**config.mk**
```make
export PLATFORM = sky130hd
export DESIGN_NAME = match_event_logger
export DESIGN_NICKNAME = d
export VERILOG_FILES = /design/src/rtl/match_log_pkg.sv /design/src/rtl/event_fifo.sv /design/src/rtl/match_event_logger.sv
export SDC_FILE = /design/constraint.sdc
export NUM_CORES = 1
export LEC_CHECK = 0
export BUFFER_PORTS_ARGS = -buffer_cell sky130_fd_sc_hd__clkbuf_2
export CAP_MARGIN = 0
export CORE_MARGIN = 5
export CORE_UTILIZATION = 42
export CTS_BUF_LIST = sky130_fd_sc_hd__clkbuf_4 sky130_fd_sc_hd__clkbuf_8
export DETAILED_ROUTE_END_ITERATION = 16
export SLEW_MARGIN = 20
export SYNTH_ARGS = -nofsm -noshare
export SYNTH_HDL_FRONTEND = slang
export SYNTH_HIERARCHICAL = 1
export SYNTH_SLANG_ARGS = --single-unit
```
**constraint.sdc**
```tcl
create_clock -name clk -period 2.5 [get_ports clk]
set_input_delay 0.625 -clock clk [delete_from_list [all_inputs] [get_ports clk]]
set_output_delay 0.625 -clock clk [all_outputs]
set_load 0.005 [all_outputs]
```
**src/rtl/match_log_pkg.sv**
```systemverilog
// Shared widths, event record layout and FSM state encoding for the match event logger.
package match_log_pkg;
  localparam int TS_W_DEF  = 16;
  localparam int LEN_W_DEF = 8;
  localparam int CNT_W_DEF = 8;
  localparam int DEPTH_DEF = 4;

  typedef struct packed {
    logic [TS_W_DEF-1:0]  ts;
    logic [LEN_W_DEF-1:0] len;
  } ev_rec_t;

  typedef enum logic {
    IDLE  = 1'b0,
    PULSE = 1'b1
  } state_t;
endpackage

```
**src/rtl/event_fifo.sv**
```systemverilog
// First-word-fall-through record FIFO; rdata shows the head whenever not empty.
// Pops are ignored when empty; a push while full lands only if a pop frees the slot in the same cycle.
module event_fifo #(
  parameter int DEPTH = 4,
  parameter int W     = 24
) (
  input  logic         clk,
  input  logic         reset,
  input  logic         flush,
  input  logic         push,
  input  logic         pop,
  input  logic [W-1:0] wdata,
  output logic [W-1:0] rdata,
  output logic         full,
  output logic         empty
);
  localparam int AW = $clog2(DEPTH);

  logic [W-1:0] mem [DEPTH];
  logic [AW:0]  wr_ptr;
  logic [AW:0]  rd_ptr;
  logic         do_push;
  logic         do_pop;

  // The extra pointer MSB separates the full case from the empty case.
  assign empty   = (wr_ptr == rd_ptr);
  assign full    = (wr_ptr[AW] != rd_ptr[AW]) && (wr_ptr[AW-1:0] == rd_ptr[AW-1:0]);
  assign do_pop  = pop && !empty;
  assign do_push = push && (!full || do_pop);
  assign rdata   = mem[rd_ptr[AW-1:0]];

  always_ff @(posedge clk or negedge reset) begin
    if (!reset) begin
      wr_ptr <= '0;
      rd_ptr <= '0;
    end else if (flush) begin
      wr_ptr <= '0;
      rd_ptr <= '0;
    end else begin
      if (do_push) wr_ptr <= wr_ptr + (AW+1)'(1);
      if (do_pop)  rd_ptr <= rd_ptr + (AW+1)'(1);
    end
  end

  always_ff @(posedge clk) begin
    if (do_push && !flush) mem[wr_ptr[AW-1:0]] <= wdata;
  end
endmodule

```
**src/rtl/match_event_logger.sv**
```systemverilog
// Converts z pulses into {start ts, length} records queued for a valid/ready sink.
// Record is pushed one cycle after the falling z is sampled; a full FIFO drops the record and sets overflow.
module match_event_logger
  import match_log_pkg::*;
#(
  parameter int TS_W  = TS_W_DEF,
  parameter int LEN_W = LEN_W_DEF,
  parameter int CNT_W = CNT_W_DEF,
  parameter int DEPTH = DEPTH_DEF
) (
  input  logic             clk,
  input  logic             reset,
  input  logic             z,
  input  logic             clear,
  input  logic             ev_ready,
  output logic             ev_valid,
  output logic [TS_W-1:0]  ev_ts,
  output logic [LEN_W-1:0] ev_len,
  output logic [CNT_W-1:0] ev_count,
  output logic             overflow
);
  localparam int                REC_W   = TS_W + LEN_W;
  localparam logic [LEN_W-1:0]  LEN_MAX = '1;
  localparam logic [CNT_W-1:0]  CNT_MAX = '1;

  state_t             state;
  logic               z_q;
  logic [TS_W-1:0]    ts;
  logic [TS_W-1:0]    start_ts;
  logic [LEN_W-1:0]   len;
  logic [REC_W-1:0]   head;
  logic [REC_W-1:0]   hold;
  logic [REC_W-1:0]   fifo_rdata;
  logic               fifo_full;
  logic               fifo_empty;
  logic               fifo_push;
  logic               pulse_end;
  logic               pop_ok;

  assign pulse_end = (state == PULSE) && !z_q;
  assign fifo_push = pulse_end && !clear;
  assign pop_ok    = ev_ready && !fifo_empty;

  event_fifo #(.DEPTH(DEPTH), .W(REC_W)) u_fifo (
    .clk   (clk),
    .reset (reset),
    .flush (clear),
    .push  (fifo_push),
    .pop   (ev_ready),
    .wdata ({start_ts, len}),
    .rdata (fifo_rdata),
    .full  (fifo_full),
    .empty (fifo_empty)
  );

  always_ff @(posedge clk or negedge reset) begin
    if (!reset) begin
      z_q      <= 1'b0;
      ts       <= '0;
      state    <= IDLE;
      start_ts <= '0;
      len      <= '0;
      ev_count <= '0;
      overflow <= 1'b0;
    end else begin
      // z_q keeps sampling through clear so a held z restarts a pulse at ts=0.
      z_q <= z;
      if (clear) begin
        ts       <= '0;
        state    <= IDLE;
        start_ts <= '0;
        len      <= '0;
        ev_count <= '0;
        overflow <= 1'b0;
      end else begin
        ts <= ts + TS_W'(1);
        case (state)
          IDLE: begin
            if (z_q) begin
              start_ts <= ts;
              len      <= LEN_W'(1);
              state    <= PULSE;
            end
          end
          PULSE: begin
            if (z_q) begin
              if (len != LEN_MAX) len <= len + LEN_W'(1);
            end else begin
              state <= IDLE;
              if (ev_count != CNT_MAX) ev_count <= ev_count + CNT_W'(1);
              if (fifo_full && !pop_ok) overflow <= 1'b1;
            end
          end
          default: state <= IDLE;
        endcase
      end
    end
  end

  // Remembers the last head so the outputs hold steady once the FIFO drains.
  always_ff @(posedge clk or negedge reset) begin
    if (!reset)           hold <= '0;
    else if (!fifo_empty) hold <= fifo_rdata;
  end

  assign ev_valid        = !fifo_empty;
  assign head            = fifo_empty ? hold : fifo_rdata;
  assign {ev_ts, ev_len} = head;
endmodule

```
# [After elaboration in Yosys (flattened, before gate mapping)]
# Memories as Yosys holds them, arrays and structs flattened.
# Index checks and enable logic that the tools add are counted.
[word_totals] reg_bits=81 ramBits=96 in_bits=5 out_inout_bits=34 word_cells=76 mem_count=1
[classes] n_addsub=5 eq_ne=10 mux=26 bitwise=1 reduce_logical=23
[memory_table] memory="u_fifo.mem" depth=4 word_bits=24 read_ports=1 rd_clocked_by_memory_dff=0 write_ports=1 line="event_fifo.sv:19" text="logic [W-1:0] mem [DEPTH];"
[ops] operator="two-way mux 16 bit" count=4
[ops] operator="two-way mux 8 bit" count=8
[ops] operator="two-way mux 24 bit" count=1
[ops] operator="adder 16 x 1 -> 16 bit (second input constant)" count=1
[ops] operator="adder 8 x 1 -> 8 bit (second input constant)" count=2
[ops] operator="!= test 8 bit (second input constant)" count=2
[ops] operator="case mux 8 bit (2 select lines)" count=1
[ops] operator="two-way mux 3 bit" count=4
[ops] operator="nonzero test 2 bit" count=6
[ops] operator="AND reduction 3 bit" count=3
[ops] operator="two-way mux 1 bit" count=8
[ops] operator="logical AND 1 bit" count=7
[ops] operator="adder 3 x 1 -> 3 bit (second input constant)" count=2
[ops] operator="!= test 3 x 2 -> 1 bit (second input constant)" count=2
[ops] operator="logical NOT 1 bit" count=5
[ops] operator="!= test 2 bit (second input constant)" count=2
[ops] operator="equality test 3 bit" count=1
[ops] operator="!= test 3 bit (second input constant)" count=1
[ops] operator="equality test 2 bit" count=1
[ops] operator="AND reduction 2 bit" count=1
[ops] operator="logical OR 1 bit" count=1
[ops] operator="!= test 1 bit" count=1
[ops] operator="inverter 1 bit" count=1

# [Longest topological paths before layout]
# Gate-level depths: netlist of run 1.
[depth] depth_word=9 depth_mapped=9 mapped_depth_nobuf=7

# [Cells and area by module]
# The synthesis of run 1 kept the hierarchy.
[modules_own_cells] mod="event_fifo" n_inst=1 cells_per_inst=181 area_per_inst_um2=4028.9 seq_area_each_um2=3032.9
[modules_own_cells] mod="match_event_logger" n_inst=1 cells_per_inst=303 area_per_inst_um2=3283.1 seq_area_each_um2=1876.8

# [Least setup slack after synthesis of run 1]
# No wires, ideal clock.
[synth_path] path_kind="input to register" start="in clear" end="mem u_fifo.mem[3][0], enable pin" setup_ns=0.383 arrival_ns=2.249 required_ns=2.117 slack_ns=-0.132 path_stages=6 path_buffers=2 cell_sequence="clkbuf_1 > buf_1 > nor3_1 > nand2b_1 > a41oi_1 > and2_1"
[synth_between] elab_chain_len=6
[synth_rtl] element="start, declared" line="match_event_logger.sv:14" text="input logic clear,"
[synth_rtl] element="logical NOT 1 bit" line="match_event_logger.sv:41" text="assign fifo_push = pulse_end && !clear;"
[synth_rtl] element="logical AND 1 bit" line="match_event_logger.sv:41"
[synth_rtl] element="net fifo_push" line="match_event_logger.sv:36" text="logic fifo_push;"
[synth_rtl] element="logical AND 1 bit" line="event_fifo.sv:29" text="assign do_push = push && (!full || do_pop);"
[synth_rtl] element="logical AND 1 bit" line="event_fifo.sv:46" text="if (do_push && !flush) mem[wr_ptr[AW-1:0]] <= wdata;"
[synth_rtl] element="two-way mux 1 bit" line="event_fifo.sv:46"
[synth_rtl] element="two-way mux 1 bit (not written as such)" line="event_fifo.sv:46"
[synth_rtl] element="end, declared" line="event_fifo.sv:19"
# The timed path passes the listed nets, and every way through them passes these cells.

# [Worst setup path in the final report of run 1]
[layout_path] start="reg u_fifo.rd_ptr[0]" end="out ev_ts[6]"
[layout_between] elab_chain_len=2 elab_cells_between_ends=3 cone_classes="eq/ne (1); mux (1); memory (1)"
[layout_rtl] element="start, declared" line="event_fifo.sv:21" text="logic [AW:0] rd_ptr;"
[layout_rtl] element="start signal, assigned" line="event_fifo.sv:41" text="if (do_pop) rd_ptr <= rd_ptr + (AW+1)'(1);"
[layout_rtl] element="memory (4 x 24 bit)"
[layout_rtl] element="net fifo_rdata[14]" line="match_event_logger.sv:33" text="logic [REC_W-1:0] fifo_rdata;"
[layout_rtl] element="two-way mux 24 bit"
[layout_rtl] element="end, declared" line="match_event_logger.sv:17" text="output logic [TS_W-1:0] ev_ts,"
# The timed path passes the listed nets, and every way through them passes these cells.

==> results of run 1 <==
[where the power goes]
group          internal [µW]  switching (µW)
clock network            838             986
logic                    416             356
registers               3270            69.8
total                   4520            1410
[critical path: cells and delay by family (launching register included)]
family                 cells  cell delay, ps
buffers and inverters      2             320
DFF                        1             490
muxes                      2             800
[per-stage QoR]
stage | hold slack, ps | power, µW | setup slack (ps)
after floorplan | 329 | 3800 | 95.7
after global placement | 480 | 4120 | 155
after detailed placement | 484 | 4150 | 106
after CTS | 146 | 5990 | -260
after global routing | 149 | 6230 | -329
final | 133 | 5930 | -195
[state kept, by name, indices dropped and copies added, names as in the netlist, 3 cells and up]
name           cells
len                8
hold              24
ts                16
u_fifo/mem        96
u_fifo/wr_ptr      3
u_fifo/rd_ptr      3
start_ts          16
ev_count           8
[cell usage in the layout, fill, tap and decap left out, drive strengths merged, types with 2 or more instances in the layout]
cell	instances
mux2	28
buf	16
nor3	9
nand2b	5
o31ai	2
a31oi	5
ha	8
nor2	28
nand4	6
a21oi	27
mux2i	6
or3	4
xnor2	14
and3	2
nand3	13
clkinv	5
o21ai	7
inv	12
clkinvlp	3
o2111ai	2
and2	4
mux4	24
or4	3
clkbuf	59
nand2	48
a22oi	2
dfrtp	81
edfxtp	96
a41oi	4
nor2b	6
nor4	5
xor2	4
and2b	2
[worst paths after layout]
kind                                   from                 to  depth (start not counted)
max in group asynchronous             reset        start_ts[5]                          2
setup / recovery           u_fifo/rd_ptr[0]           ev_ts[6]                          4
hold / removal                        reset        ev_count[0]                          1
min in group clk                          z                z_q                          1
hold reg to reg                    hold[19]           hold[19]                          1
setup reg to reg                      state  u_fifo/mem[2][14]                          6
[layout make-up]
| class | count | area, µm² | share of cell area |
|---|---|---|---|
| Clock inverter | 10 | 88.8 | 0.0107 |
| Clock buffer | 22 | 272 | 0.0328 |
| Timing Repair Buffer | 53 | 413 | 0.0498 |
| Tap cell | 225 | 282 | 0.0340 |
| Inverter | 11 | 41.3 | 0.00498 |
| Multi-Input combinational cell | 274 | 2280 | 0.275 |
| Sequential cell | 177 | 4910 | 0.593 |
[cells by family after synthesis]
logic type,Yosys count
AO/OA/AOI/OAI,51
AND/OR/NAND/NOR,139
XOR/XNOR,18
adder cells (fa/ha/maj),8
multiplexers,58
buffers and inverters,33
flip-flops,177
[metal layers]
layer | track usage | up-vias | share of wire
met2 | 0.239 | 72 | 0.51
met4 | 0.0505 | 0 | 0.013
met1 | 0.188 | 2059 | 0.45
li1 | - | 1900 | -
met5 | 0 | - | 0
met3 | 0.0390 | 10 | 0.036
[repair_timing]
action | in CTS | in global routing
endpoints found under the setup margin | 25 | 25
resized for setup | 10 | 11
buffers inserted | 2 | 0
hold buffers | 0 | 0
pin swaps | 1 | 0
==> impl_results.md, run 1 <==
- Vias in the first global route: 4247
- Post-synthesis compound-gate area fraction: 0.0479
- Area share of the largest cell type after synthesis: 0.394
- Final instance area: 0.00829 mm²
- Area leader, netlist: edfxtp_1
- Asr flop ratio synth: 0.458
- Post-Route WL: 13500 µm
- CP Cell Sequence: buf_12 -> mux4_2 -> mux2_2 -> clkbuf_2
- Tmin final: 2700 ps
- Largest family of logic cells by synthesized area: multiplexers
- Syn_area_per_cell: 15.1 µm²
- Worst VDD drop: 0.000334 V
- Root cell of the clock tree: clkbuf_8
- Final period util: 1.08
- Clk buf depth: 2
- Outcome: finished with violations
- Library cells used by synthesis: 50
- Layout Cells excl Fill: 772
- Residual DRC: 0
- Syn nets: 497
- Vias per cell: 5.23
- Setup Skew: 16.2 ps
- Count leader, synth: edfxtp_1
- Synth Warn #: 6
- Sink Count: 177
- Worst Hold Class: in2async
- Initial Util: 0.426
- Largest net degree at the start of global routing: 65
- Critical-path top delay cell: mux4_2
- Worst-Skew Late Latency: 450 ps
- First-pass GRT wire length: 22300 µm
- All-Layer GR Usage: 0.145
- N_diodes: 0
- Delay of the slowest critical-path stage: 510 ps
- Area Growth Syn to Fin: 13.3%
- Crit path required time: 1880 ps
- Adder-cell share of the synthesized area: 0.0137
- Layout Nets: 547
- CP max FO: 14
- TritonCTS Buffers: 17
- Post-layout util: 0.482
- DRT antenna net count: 0
- Post-Syn Area: 0.00731 mm²
- Pleak: 0.00307 µW
- RSZ-0062 raised after global routing: true
- DR WL/cell: 17.5 µm
- Slew @ Worst Pin: 663 ps
- Setup Crit Path Kind: reg2out
- Die Footprint: 0.0201 mm²
- Post-synthesis mux area share: 0.126
- Initial antenna violation count: 0
- H-tree depth: 4
- Count of flip-flops with a built-in enable after synthesis: 96
- Failing checks: setup timing
- Placed wire-length estimate: 8150 µm
- Relative slew slack: 0.558
- Gpl congestion: 0.812
- Fmax: 0.371 GHz
- Power per cell area: 716 mW/mm²
- XOR/XNOR share of the synthesized area: 0.0277
- Synth cell count leaders: edfxtp_1 (96), dfrtp_1 (81), nand2_1 (48), nor2_1 (28), a21oi_1 (27)
- Final Hold Viols: 0
- CP startpoint kind: flop
- Die Ht: 142 µm
- Placed instance count: 738
- Core area: 0.0172 mm²
- PnR worst setup slack: -195 ps
- Setup TNS: -4180 ps
- MaxCap Viol Count: 0
- Die Width: 142 µm
- Global route overflow: 0
- Share of the yosys chip area belonging to registers: 0.671
- Vias: 4041
- Synth Register Bits: 177
- Post-synth top flop: edfxtp_1
- Final setup vio count: 24
- Critical Path Sink Type: primary output
- FP Rows: 48
- Share of cells above drive strength 1: 0.283
- Placed cell area: 0.00784 mm²
- Crit path DAT: 2070 ps
- # IOs: 39
- Violation count after the first detailed-route iteration: 283
- IO Port Bufs: 38
- Pre-antenna DRT Iters: 4
- Synth Area in Simple Gates: 0.0921
- Main area contributors after synthesis: edfxtp_1 (39%), dfrtp_1 (28%), mux4_2 (7.4%), mux2_2 (3.9%), nand2_1 (2.5%)
- Max-slew violations: 0
- TritonCTS clock tree: built
- Cell count after synthesis: 484
- Fill count: 1496
- R2R setup slack: 300 ps
- Clock-pin slew on the worst setup and hold paths: 90 ps
Note: power is estimated with default switching activity, not from simulation.
==> inputs of run 2 (changes only) <==
--- a/config.mk
+++ b/config.mk
@@ -14,5 +14,4 @@
 export SLEW_MARGIN = 20
 export SYNTH_ARGS = -nofsm -noshare
 export SYNTH_HDL_FRONTEND = slang
-export SYNTH_HIERARCHICAL = 1
 export SYNTH_SLANG_ARGS = --single-unit
==> impl_results.md, run 2 <==
- DR WL/cell: 17.6 µm (+0.70%)
- Syn_area_per_cell: 16.3 µm² (+7.7%)
- FP Rows: 47 (-2.1%)
- Share of the yosys chip area belonging to registers: 0.693 (+0.0220)
- Cell count after synthesis: 435 (-10%)
- # IOs: 39 (unchanged)
- H-tree depth: 4 (unchanged)
- N_diodes: 0 (unchanged)
- Die Ht: 140 µm (-1.5%)
- Violation count after the first detailed-route iteration: 241 (-15%)
- TritonCTS Buffers: 17 (unchanged)
- Initial antenna violation count: 0 (unchanged)
- First-pass GRT wire length: 21000 µm (-5.9%)
- MaxCap Viol Count: 0 (unchanged)
- Post-CTS Repair Setup Buffers: 0 (-2)
- Critical-path top delay cell: mux4_2
- Placed instance count: 692 (-6.2%)
- Post-Route WL: 12800 µm (-5.6%)
- Root cell of the clock tree: clkbuf_8
- Tot Pwr: 6020 µW (+1.5%)
- Global route overflow: 0 (unchanged)
- XOR/XNOR share of the synthesized area: 0.0295 (+0.00179)
- PnR worst setup slack: -128 ps (+66.8 ps)
- Clock-pin slew on the worst setup and hold paths: 90 ps (about the same)
- Final instance area: 0.00810 mm² (-2.3%)
- Worst-Skew Late Latency: 460 ps (about the same)
- Count of flip-flops with a built-in enable after synthesis: 96 (unchanged)
- Placed cell area: 0.00769 mm² (-1.9%)
- Adder-cell share of the synthesized area: 0.0141 (+0.000448)
- Most common cell after layout, fill and taps aside: edfxtp_1
- Placed wire-length estimate: 8090 µm (-0.75%)
- Crit path required time: 1880 ps (about the same)
- Synth Register Bits: 177 (unchanged)
- Vias: 3825 (-5.3%)
- Count leader, synth: edfxtp_1
- Syn nets: 448 (-9.9%)
- Area leader, netlist: edfxtp_1
- Fmax: 0.380 GHz (+2.5%)
- Sink Count: 177 (unchanged)
- Final setup vio count: 24 (unchanged)
- Worst VDD drop: 0.000342 V (+2.6%)
- Synth Area in Simple Gates: 0.0735 (-0.0185)
- Largest net degree at the start of global routing: 40 (-38%)
- TritonCTS clock tree: built
- All-Layer GR Usage: 0.138 (-0.00747)
- Worst Hold Class: in2async
- Slew @ Worst Pin: 865 ps (+202 ps)
- CP Cell Sequence: buf_12 -> mux4_2 -> mux2_4 -> clkbuf_2
- Gpl congestion: 0.790 (-2.7%)
- CP startpoint kind: flop
- Area share of the largest cell type after synthesis: 0.407 (+0.0129)
- CP max FO: 14 (unchanged)
- Synth cell count leaders: edfxtp_1 (96), dfrtp_1 (81), nor2_1 (26), mux2_2 (24), mux4_2 (24)
- Largest family of logic cells by synthesized area: multiplexers
- Die Width: 140 µm (-1.5%)
- Most frequent cells in the layout: edfxtp_1 (96), dfrtp_1 (80), clkbuf_2 (37)
- Share of cells above drive strength 1: 0.280 (-0.00360)
- Setup Crit Path Kind: reg2out
- Final Hold Viols: 0 (unchanged)
- DRT antenna net count: 0 (unchanged)
- Delay of the slowest critical-path stage: 540 ps (+30 ps)
- Setup WS pre-CTS: 243 ps (+136 ps)
- Final period util: 1.05 (-0.0267)
- Crit path DAT: 2000 ps (-70 ps)
- Area Growth Syn to Fin: 14.4%
- Die Footprint: 0.0196 mm² (-2.9%)
- Main area contributors after synthesis: edfxtp_1 (41%), dfrtp_1 (29%), mux4_2 (7.6%), mux2_2 (3.8%), a22o_1 (1.9%)
- Tmin final: 2630 ps (-66.8 ps)
- Hold_buf cts: 0 (unchanged)
- Vias per cell: 5.28 (+0.93%)
- Vias in the first global route: 4006 (-5.7%)
- Initial Util: 0.427 (+0.00127)
- Layout Nets: 504 (-7.9%)
- Post-Syn Area: 0.00708 mm² (-3.2%)
- Outcome: finished with violations
- Residual DRC: 0 (unchanged)
- Pleak: 0.00320 µW (+4.3%)
- RSZ-0062 raised after global routing: true
- Asr flop ratio synth: 0.458 (unchanged)
- Pre-antenna DRT Iters: 4 (unchanged)
- Max FFs per register: 96 (unchanged)
- Relative slew slack: 0.423 (-0.135)
- Critical Path Sink Type: primary output
- Post-synth top flop: edfxtp_1
- IO Port Bufs: 38 (unchanged)
- Setup Skew: 16.6 ps (+0.448 ps)
- Max-slew violations: 0 (unchanged)
- Core area: 0.0166 mm² (-3.5%)
- Post-synthesis compound-gate area fraction: 0.0512 (+0.00333)
- Clk buf depth: 2 (unchanged)
- Layout Cells excl Fill: 724 (-6.2%)
- Power per cell area: 743 mW/mm² (+3.9%)
- WHS: 151 ps (+18.1 ps)
- Synth Warn #: 0 (-6)
- Post-synthesis mux area share: 0.122 (-0.00419)
- Library cells used by synthesis: 49 (-2.0%)
- Failing checks: setup timing
[run 2: path summary, 6_finish.rpt]
path | startpoint | endpoint | slack, ps | cells past startpoint
worst max-delay path | u_fifo.rd_ptr[0] | ev_len[4] | -130 | 4
worst min-delay path | reset | hold[13] | 150 | 1
worst max register to register | u_fifo.rd_ptr[0] | u_fifo.mem[0][17] | 460 | 7
worst min register to register | hold[15] | hold[15] | 500 | 1
max in group asynchronous | reset | hold[21] | 1710 | 2
min in group clk | z | z_q | 290 | 1
[run 2: final cells by class]
| class | instances | area [µm²] |
|---|---|---|
| fill | 1426 | 8490 |
| sequential | 177 | 4910 |
| multi-input combinational | 232 | 2110 |
| timing repair buffer | 55 | 428 |
| tap | 220 | 275 |
| clock buffer | 20 | 256 |
| clock inverter | 12 | 91.3 |
| inverter | 8 | 30.0 |
[run 2: power breakdown]
group          total (µW)  internal (µW)  switching (µW)
combinational         911            512             399
clock                1760            806             957
sequential           3350           3270            77.3
[run 2: logic make-up (layout without fill, tap and decap cells)]
logic type / after synthesis / in the layout
AOI/OAI and AO/OA: 49 / 49
xor gates and xnor gates: 23 / 23
adders and majority gates: 8 / 8
buffers and inverters: 26 / 95
DFF: 177 / 177
muxes: 53 / 53
and+or+nand+nor: 99 / 99
[run 2: metrics by stage]
stage / TNS [ps] / util
after global routing: -5120 / 0.488
after detailed placement: 0 / 0.464
after floorplan: 0 / -
final: -2350 / 0.488
after CTS: -3810 / 0.488
after global placement: 0 / 0.464
[run 2: timing repair]
| item | in CTS | in global routing |
|---|---|---|
| setup endpoints to repair | 24 | 24 |
| gates cloned | 0 | 0 |
| gates resized for setup | 15 | 1 |
| endpoints found under the hold margin | 0 | 0 |
[run 2: critical path, delay by kind of cell (launching register included)]
family                 cells  cell delay (ps)
buffers and inverters      2              290
DFF                        1              420
muxes                      2              820
[run 2: per-layer routing]
layer  wire [µm]  up-vias  share of wire  track usage
met4         141        0          0.011       0.0571
met2        6540       69           0.51        0.222
met1        5550     1979           0.43        0.176
met3         536       10          0.042       0.0408
li1            -     1767              -            -
met5           0        -              0            0
